**src/rtl/rf_pkg.sv**
```systemverilog
// rtl/rf_pkg.sv - shared constants and helpers for the register-file writeback arbiter
package rf_pkg;

    localparam int REG_ADDR_W = 5;
    localparam int NUM_REGS   = 32;
    localparam int ARB_RR     = 0;
    localparam int ARB_FIXED  = 1;

    localparam logic [REG_ADDR_W-1:0] X0 = '0;

    // One-hot decode of a register index into a scoreboard-wide vector
    function automatic logic [NUM_REGS-1:0] reg_onehot(input logic [REG_ADDR_W-1:0] r);
        logic [NUM_REGS-1:0] v;
        v    = '0;
        v[r] = 1'b1;
        return v;
    endfunction

endpackage

```
**src/rtl/rr_arbiter.sv**
```systemverilog
// rtl/rr_arbiter.sv - one-hot grant arbiter, round-robin or fixed priority
module rr_arbiter
    import rf_pkg::*;
#(
    parameter int N    = 3,
    parameter int MODE = ARB_RR,
    localparam int IW  = (N > 1) ? $clog2(N) : 1
) (
    input  logic          clock,
    input  logic          reset_n,
    input  logic [N-1:0]  req,
    output logic [N-1:0]  grant,
    output logic [IW-1:0] grant_idx
);

    logic [IW-1:0] last;
    logic          found;
    int            idx;

    // Pick the first requester after the last winner (RR) or the lowest index (fixed)
    always_comb begin
        grant     = '0;
        grant_idx = '0;
        found     = 1'b0;
        idx       = 0;
        for (int off = 1; off <= N; off++) begin
            idx = (MODE == ARB_FIXED) ? (off - 1) : ((int'(last) + off) % N);
            if (!found && req[idx]) begin
                grant[idx] = 1'b1;
                grant_idx  = IW'(idx);
                found      = 1'b1;
            end
        end
    end

    // A grant always pairs with a valid request, so every grant is a handshake
    always_ff @(posedge clock or negedge reset_n) begin
        if (!reset_n) begin
            last <= IW'(N - 1);
        end else if (found) begin
            last <= grant_idx;
        end
    end

endmodule

```
**src/rtl/rf_wb_arbiter.sv**
```systemverilog
// rtl/rf_wb_arbiter.sv - writeback port arbiter with pending-write scoreboard
module rf_wb_arbiter
    import rf_pkg::*;
#(
    parameter int N_REQ    = 3,
    parameter int XLEN     = 32,
    parameter int ARB_MODE = ARB_RR
) (
    input  logic                  clock,
    input  logic                  reset_n,
    input  logic [N_REQ-1:0]      req_valid,
    input  logic [N_REQ*5-1:0]    req_rd,
    input  logic [N_REQ*XLEN-1:0] req_data,
    output logic [N_REQ-1:0]      req_ready,
    input  logic                  rsv_valid,
    input  logic [4:0]            rsv_rd,
    input  logic                  flush,
    input  logic [4:0]            rs1,
    input  logic [4:0]            rs2,
    output logic                  rs1_busy,
    output logic                  rs2_busy,
    output logic [31:0]           busy_mask,
    output logic                  rf_regwrite,
    output logic [4:0]            rf_write_reg,
    output logic [XLEN-1:0]       rf_write_data,
    output logic                  err_rsv_dup
);

    localparam int IW = (N_REQ > 1) ? $clog2(N_REQ) : 1;

    logic [IW-1:0]         gidx;
    logic                  hs;
    logic [4:0]            sel_rd;
    logic [XLEN-1:0]       sel_data;
    logic [NUM_REGS-1:0]   clr_mask;
    logic [NUM_REGS-1:0]   mask_next;
    logic                  rsv_set;
    logic                  rsv_dup;

    rr_arbiter #(
        .N    (N_REQ),
        .MODE (ARB_MODE)
    ) u_arb (
        .clock     (clock),
        .reset_n   (reset_n),
        .req       (req_valid),
        .grant     (req_ready),
        .grant_idx (gidx)
    );

    assign hs       = |req_ready;
    assign sel_rd   = req_rd[gidx*REG_ADDR_W +: REG_ADDR_W];
    assign sel_data = req_data[gidx*XLEN +: XLEN];

    // The register being committed this cycle frees its scoreboard bit at the same edge
    assign clr_mask = rf_regwrite ? reg_onehot(rf_write_reg) : '0;
    assign rsv_set  = rsv_valid && (rsv_rd != X0) && !flush;
    assign rsv_dup  = rsv_set && busy_mask[rsv_rd] && !clr_mask[rsv_rd];

    // Next scoreboard: clear the committing reg, then a same-edge reservation wins
    always_comb begin
        mask_next = busy_mask & ~clr_mask;
        if (rsv_set) begin
            mask_next[rsv_rd] = 1'b1;
        end
        mask_next[0] = 1'b0;
    end

    // Register the granted write toward reg_file; x0 writes are swallowed here
    always_ff @(posedge clock or negedge reset_n) begin
        if (!reset_n) begin
            rf_regwrite   <= 1'b0;
            rf_write_reg  <= '0;
            rf_write_data <= '0;
        end else if (hs) begin
            rf_regwrite   <= (sel_rd != X0);
            rf_write_reg  <= sel_rd;
            rf_write_data <= sel_data;
        end else begin
            rf_regwrite   <= 1'b0;
        end
    end

    // Scoreboard update; flush drops every reservation but leaves the rf write in flight
    always_ff @(posedge clock or negedge reset_n) begin
        if (!reset_n) begin
            busy_mask   <= '0;
            err_rsv_dup <= 1'b0;
        end else if (flush) begin
            busy_mask   <= '0;
        end else begin
            busy_mask   <= mask_next;
            if (rsv_dup) begin
                err_rsv_dup <= 1'b1;
            end
        end
    end

    // A reg committing this cycle is forwarded by reg_file, so it is not a hazard
    assign rs1_busy = (rs1 != X0) && busy_mask[rs1] && !(rf_regwrite && (rf_write_reg == rs1));
    assign rs2_busy = (rs2 != X0) && busy_mask[rs2] && !(rf_regwrite && (rf_write_reg == rs2));

endmodule
```
**config.mk**
```make
export PLATFORM = sky130hd
export DESIGN_NAME = rf_wb_arbiter
export DESIGN_NICKNAME = d
export VERILOG_FILES = /design/src/rtl/rf_pkg.sv /design/src/rtl/rr_arbiter.sv /design/src/rtl/rf_wb_arbiter.sv
export SDC_FILE = /design/constraint.sdc
export NUM_CORES = 1
export LEC_CHECK = 0
export ABC_AREA = 1
export CAP_MARGIN = 20
export CORE_ASPECT_RATIO = 0.7
export CORE_MARGIN = 10
export CORE_UTILIZATION = 45
export DETAILED_ROUTE_END_ITERATION = 6
export GPL_TIMING_DRIVEN = 0
export PLACE_DENSITY = 0.91
export RECOVER_POWER = 25
export SLEW_MARGIN = 20
export SYNTH_ARGS = -nofsm -noshare
export SYNTH_HDL_FRONTEND = slang
export SYNTH_SLANG_ARGS = --single-unit
```
**constraint.sdc**
```tcl
create_clock -name clock -period 2.6 [get_ports clock]
set_input_delay 0.52 -clock clock [delete_from_list [all_inputs] [get_ports clock]]
set_output_delay 0.52 -clock clock [all_outputs]
set_load 0.1 [all_outputs]
```
======== Yosys cells after proc, flatten, opt, wreduce, memory -nomap -nowiden ========
Cells that the tools add are included.
storage, ports and cells
  register bits after elaboration ......... 73
  input port bits ......................... 133
  output and inout bits ................... 76
  word-level logic and storage cells ...... 104
operators by class
  add/sub/neg operators ................... 3
  $mul .................................... 1
  divide/modulo/power cells ............... 3
  order comparisons ....................... 12
  eq/ne operators ......................... 2
  shift operators ......................... 2
  mux-type cells .......................... 40
  bitwise operators ....................... 6
  reduce and logical (&&, ||, !) cells .... 29
operators by type and width
  cell                   number
  $ge 32x1->1 const B    3
  $lt 32x4->1 const B    3
  $mod 32x3->32 const B  3
  $mux 32                3
  $shiftx 96x8->32       1
  $and 32x32->32         1
  $not 32->32            1
  $or 32x32->32          1
  $lt 5x6->1 const B     4
  $bmux 1 s5             4
  $reduce_bool 5->1      4
  $mux 1                 19
  $logic_and 1x1->1      17
  $shiftx 15x6->5        1
  $demux 1 s5            2
  $eq 5x5->1             2
  $ge 5x1->1 const B     2
  $mux 3                 3
  $add 2x2->3 const B    2
  $bmux 1 s2             3
  $demux 1 s2            3
  $logic_not 1->1        6
  $mux 2                 3
  $or 3x3->3             2
  5 further kinds        5

======== Depth between registers and ports, before layout ========
  depth in word-level cells ............... 16
  gate-level depth with buffers ........... 17
  gate-level depth less buffers ........... 16

======== Hierarchy ========
A second synthesis with hierarchy kept.
unflattened totals
  cell total of the unflattened synthesis .. 831
  area, all modules ....................... 5,240.0 µm²
by module, submodules not included
  module         instances  cells each  area an instance (µm²)  sequential area each (µm²)
  rf_wb_arbiter  1          773         4,889.7                 1,751.7
  rr_arbiter     1          58          350.3                   51.3

======== Worst setup path after synthesis ========
No wires, ideal clock.
  path kind ............................... register -> output
  start point ............................. register busy_mask[9]
  end point ............................... output port rs2_busy
  arrival ................................. 3,167 ps
  setup slack ............................. -1,087 ps
  cell stages (with the launch flop) ...... 9
  buffers on the path ..................... 0
  cell sequence ........................... dfrtp_1 inv_1 a21oi_1 o21ai_0 o211ai_1 nand3_1 nand3_1 o21ai_0 a31oi_1
on the way
  word-level cells in the longest chain between the ends .. 4
ends and longest elaborated chain
  element                          RTL line              text
  start, declared                  rf_wb_arbiter.sv:22   output logic [31:0] busy_mask,
  start signal, assigned           rf_wb_arbiter.sv:92   busy_mask <= mask_next;
  $bmux 1 s5                       rf_wb_arbiter.sv:101  assign rs2_busy = (rs2 != X0) && busy_mask[rs2] && !(rf_regwrite && (rf_write_reg == rs2));
  $mux 1 (implied by the code)     rf_wb_arbiter.sv:101
  $logic_and 1x1->1 (2 in series)  rf_wb_arbiter.sv:101
  end, declared                    rf_wb_arbiter.sv:21   output logic rs2_busy,
Every way passes these cells. The select of a mux whose other input is x is not followed.

======== Final worst setup path ========
  start point ............................. input port req_valid[2]
  end point ............................... output port req_ready[0]
on the way
  word-level cells in the longest chain between the ends .. 10
  elaborated cells on any way between the ends .. 20
ends and longest elaborated chain
  element                                     RTL line             text
  start, declared                             rf_wb_arbiter.sv:11  input logic [N_REQ-1:0] req_valid,
  $bmux 1 s2                                  rr_arbiter.sv:28     if (!found && req[idx]) begin
  $mux 1 (implied by the code) (2 in series)  rr_arbiter.sv:28
  $mux 1                                      rr_arbiter.sv:28
  $logic_not 1->1                             rr_arbiter.sv:28
  $logic_and 1x1->1                           rr_arbiter.sv:28
  $mux 1                                      rr_arbiter.sv:28
  $logic_not 1->1                             rr_arbiter.sv:28
  $logic_and 1x1->1                           rr_arbiter.sv:28
  $mux 3 *                                    rr_arbiter.sv:28
  end, declared                               rf_wb_arbiter.sv:14  output logic [N_REQ-1:0] req_ready,
Every way passes the cells marked *; elsewhere a longest branch is shown, timed or not. The select of a mux whose other input is x is not followed.

==> results.sh <==
export IMPL_worstReg2RegEnd="rf_regwrite$_DFF_PN0_"
export IMPL_fill_cells=981
export IMPL_hold_ws_ns=0.545
export IMPL_antenna_cells=0
export IMPL_instances_no_fill=1177
export IMPL_drive_above_1_share_pct=14.8
export IMPL_p_int_mw=5.78
export IMPL_num_rows=33
export IMPL_post_route_period_util_pct=101
export IMPL_synth_area_leaders="dfrtp_1, nand2_1, o21ai_0"
export IMPL_grt_pass1_wl_um=36500
export IMPL_core_area_um2=11600
export IMPL_worstMarginPinSlew_ns=1.86
export IMPL_timing_worst_setup_path_type="in2out"
export IMPL_dp_hpwl_um=18500
export IMPL_ys_warn_count=0
export IMPL_io_pins=209
export IMPL_drt_initial_drc_count=650
export IMPL_syn_to_final_growth_pct=55.6
export IMPL_async_flop_share_pct=100
export IMPL_yosysUniqueCellTypes=43
export IMPL_synth_area_um2=5330
export IMPL_cts_buffer_depth=2
export IMPL_synthFlopType="dfrtp_1"
export IMPL_power_frac_comb_pct=77.3
export IMPL_path_delay_family="buffers and inverters"
export IMPL_largest_register_ff_count=32
export IMPL_placed_area_um2=7660
export IMPL_slowest_delay_ns=0.52
export IMPL_syn_area_per_cell_um2=6.78
export IMPL_maxCapViolCount=1
export IMPL_cp_num_buf_inv=4
export IMPL_crit_cells=9
export IMPL_slowest_stage="clkdlybuf4s50_1"
export IMPL_worst_ep_required_time_ns=2.08
export IMPL_violations="max-capacitance violations, max-slew violations, negative setup slack"
export IMPL_p_sw_share_pct=58.1
export IMPL_tns_ns=-0.0256
export IMPL_yosys_area_top_type="dfrtp_1"
export IMPL_power_frac_clock_pct=9.7
export IMPL_finalHoldViolCount=0
export IMPL_grt_pass1_vias=6746
export IMPL_gp_congestion=1.02
export IMPL_cts_sinks=72
export IMPL_fin_nets=1152
export IMPL_synth_edff_count=0
export IMPL_post_place_cells=1150
export IMPL_power_mw=13.8
export IMPL_drt_wirelength_per_cell_um=20.1
export IMPL_yosysSeqAreaShare_pct=33.8
export IMPL_synth_seq_cells=72
export IMPL_skew_ns=0.00862
export IMPL_synth_commonest_cells="nand2_1, inv_1, o21ai_0"
export IMPL_first_pass_iters=6
export IMPL_netlist_area_leader_share_pct=33.3
export IMPL_post_route_drc_count=0
export IMPL_ir_worst_vdd_v=0.00112
export IMPL_hold_depth=2
export IMPL_p_leak_nw=3.45
export IMPL_ctsHoldBuffers=0
export IMPL_outcome="complete, but fails checks"
export IMPL_start_util_pct=45.8
export IMPL_die_x_um=150
export IMPL_antenna_found_initial=0
export IMPL_register_area_um2=1840
export IMPL_reg2regPathDepth=17
export IMPL_start_kind="primary input"
export IMPL_grt_max_degree=43
export IMPL_hold_path_class="reg2reg"
export IMPL_seqPwrFrac_pct=13.1
export IMPL_crit_chain="clkdlybuf4s50_1 > inv_1 > o21ai_4 > nand2_8 > nand3_4 > nor2_1 > nor2_1 > inv_1 > buf_12"
export IMPL_cts_tree="built"
export IMPL_die_y_um=111
export IMPL_yosysMostFrequentCell="nand2_1"
export IMPL_grt_usage_pct=27.4
export IMPL_critPathMaxFanout=5
export IMPL_netSwitchingPower_mw=8.00
export IMPL_ant_nets=0
export IMPL_synth_cells=787
export IMPL_stdcell_area_um2=8300
export IMPL_syn_num_nets=924
export IMPL_r2r_setup_slack_ns=0.04
export IMPL_min_from="rf_write_data[16]$_DFFE_PN0P_"
export IMPL_insertion_delay_ns=0.35
export IMPL_overflow=0
export IMPL_timing_fmax_ghz=0.381
export IMPL_vias_per_cell=5.81
export IMPL_vias=6839
export IMPL_routed_wl_um=23700
export IMPL_slew_headroom_pct=-24.0
export IMPL_worstHoldEndpoint="rf_write_data[16]$_DFFE_PN0P_"
export IMPL_arrival_ns=2.11
export IMPL_cts_made_buffers=9
export IMPL_cts_clk_slew_worst_paths_ns=0.05
export IMPL_htreeDepth=3
export IMPL_worst_slack_ns=-0.0256
export IMPL_finalSetupViolations=1
export IMPL_cts_root_buf="clkbuf_16"
export IMPL_period_needed_ns=2.63
export IMPL_port_buffers=205
export IMPL_die_area_um2=16700
export IMPL_multiInputGateArea_um2=3060
export IMPL_r2r_start="u_arb.last[1]$_DFFE_PN1P_"
export IMPL_worst_setup_path_end_kind="output pin"
export IMPL_slew_violations=32
export IMPL_power_density_nw_per_um2=1660
export IMPL_rsz0062_at_grt="yes"
## metal layers
| layer | track usage, % | up-vias | routed length (um) |
|---|---|---|---|
| li1 | - | 3146 | - |
| met1 | 33.2 | 3148 | 9200 |
| met2 | 41.0 | 479 | 10300 |
| met3 | 12.3 | 66 | 3340 |
| met4 | 12.1 | 0 | 837 |
| met5 | 0 | - | 0 |
## power groups by stage
stage                     combinational, mW  clock, mW  sequential [mW]
after global placement                 9.67          0             1.79
after CTS                              10.2       1.34             1.79
final                                  10.6       1.33             1.80
after floorplan                        5.21          0             3.97
after detailed placement               9.84          0             1.81
after global routing                   11.4       1.39             1.84
## kinds of logic after synthesis
logic type	synth area share [%]
other	0.0703
adders and majority gates	0.938
DFF	33.8
xor gates and xnor gates	0.328
AOI/OAI and AO/OA	27.2
and+or+nand+nor	25.4
buffers and inverters	12.2
## per-stage QoR
stage,util (%),worst slack [ns]
3_5_place_dp,65.8,-1.38
4_1_cts,70.4,-0.0238
2_1_floorplan,-,-0.0287
5_1_grt,71.3,-0.0891
6_report,71.3,-0.0256
3_3_place_gp,65.7,-1.85
## what timing repair did
item / in CTS / in global routing
cloned: 1 / 0
resized for setup: 89 / 42
pin swaps: 5 / 9
setup buffers: 6 / 4
endpoints found under the setup margin: 6 / 40
## how the worst max path moves through the flow
stage | from | end | slack [ns]
floorplan | busy_mask[28]$_DFF_PN0_ | rs2_busy | -0.03
CTS | u_arb.last[1]$_DFFE_PN1P_ | req_ready[1] | -0.02
global placement | reset_n | busy_mask[1]$_DFF_PN0_ | -1.85
detailed placement | rs2[1] | rs2_busy | -1.38
finish | req_valid[2] | req_ready[0] | -0.03
global route | req_valid[2] | req_ready[0] | -0.09
## placed cells by master, fill, tap and decap left out, types with 6 or more instances in the layout
cell type        netlist  layout
a21oi_1               72      70
a22oi_1               15      15
a31oi_1               33      32
buf_2                  8       8
buf_4                  6      17
buf_6                 10      10
clkbuf_1              16       8
clkbuf_16              0       9
clkdlybuf4s50_1        0     193
dfrtp_1               71      43
dfrtp_2                0      28
inv_1                 98      91
inv_2                  3       8
nand2_1              141     131
nand2_2                2      11
nand3_1               61      59
nor2_1                68      67
nor3_1                19      18
o21ai_0               79      73
o21ai_1               24      28
o22ai_1               14      14
o32ai_1                6       6
## area by class of cell
cell class	count	share of cell area [%]
multi-input combinational	572	36.9
tap	157	2.37
sequential	72	22.1
timing repair buffer	216	26.2
inverter	103	4.75
clock buffer	11	2.80
clock inverter	5	0.980
buffer	41	3.90
## worst register-to-register path, delay by kind of cell, from the launching register on
| kind | cells | cell delay [ns] |
|---|---|---|
| and+or+nand+nor | 12 | 1.03 |
| DFF | 1 | 0.58 |
| buffers and inverters | 3 | 0.40 |
| adders and majority gates | 1 | 0.25 |
| AOI/OAI and AO/OA | 1 | 0.18 |
Note: power is estimated with default switching activity, not from simulation.
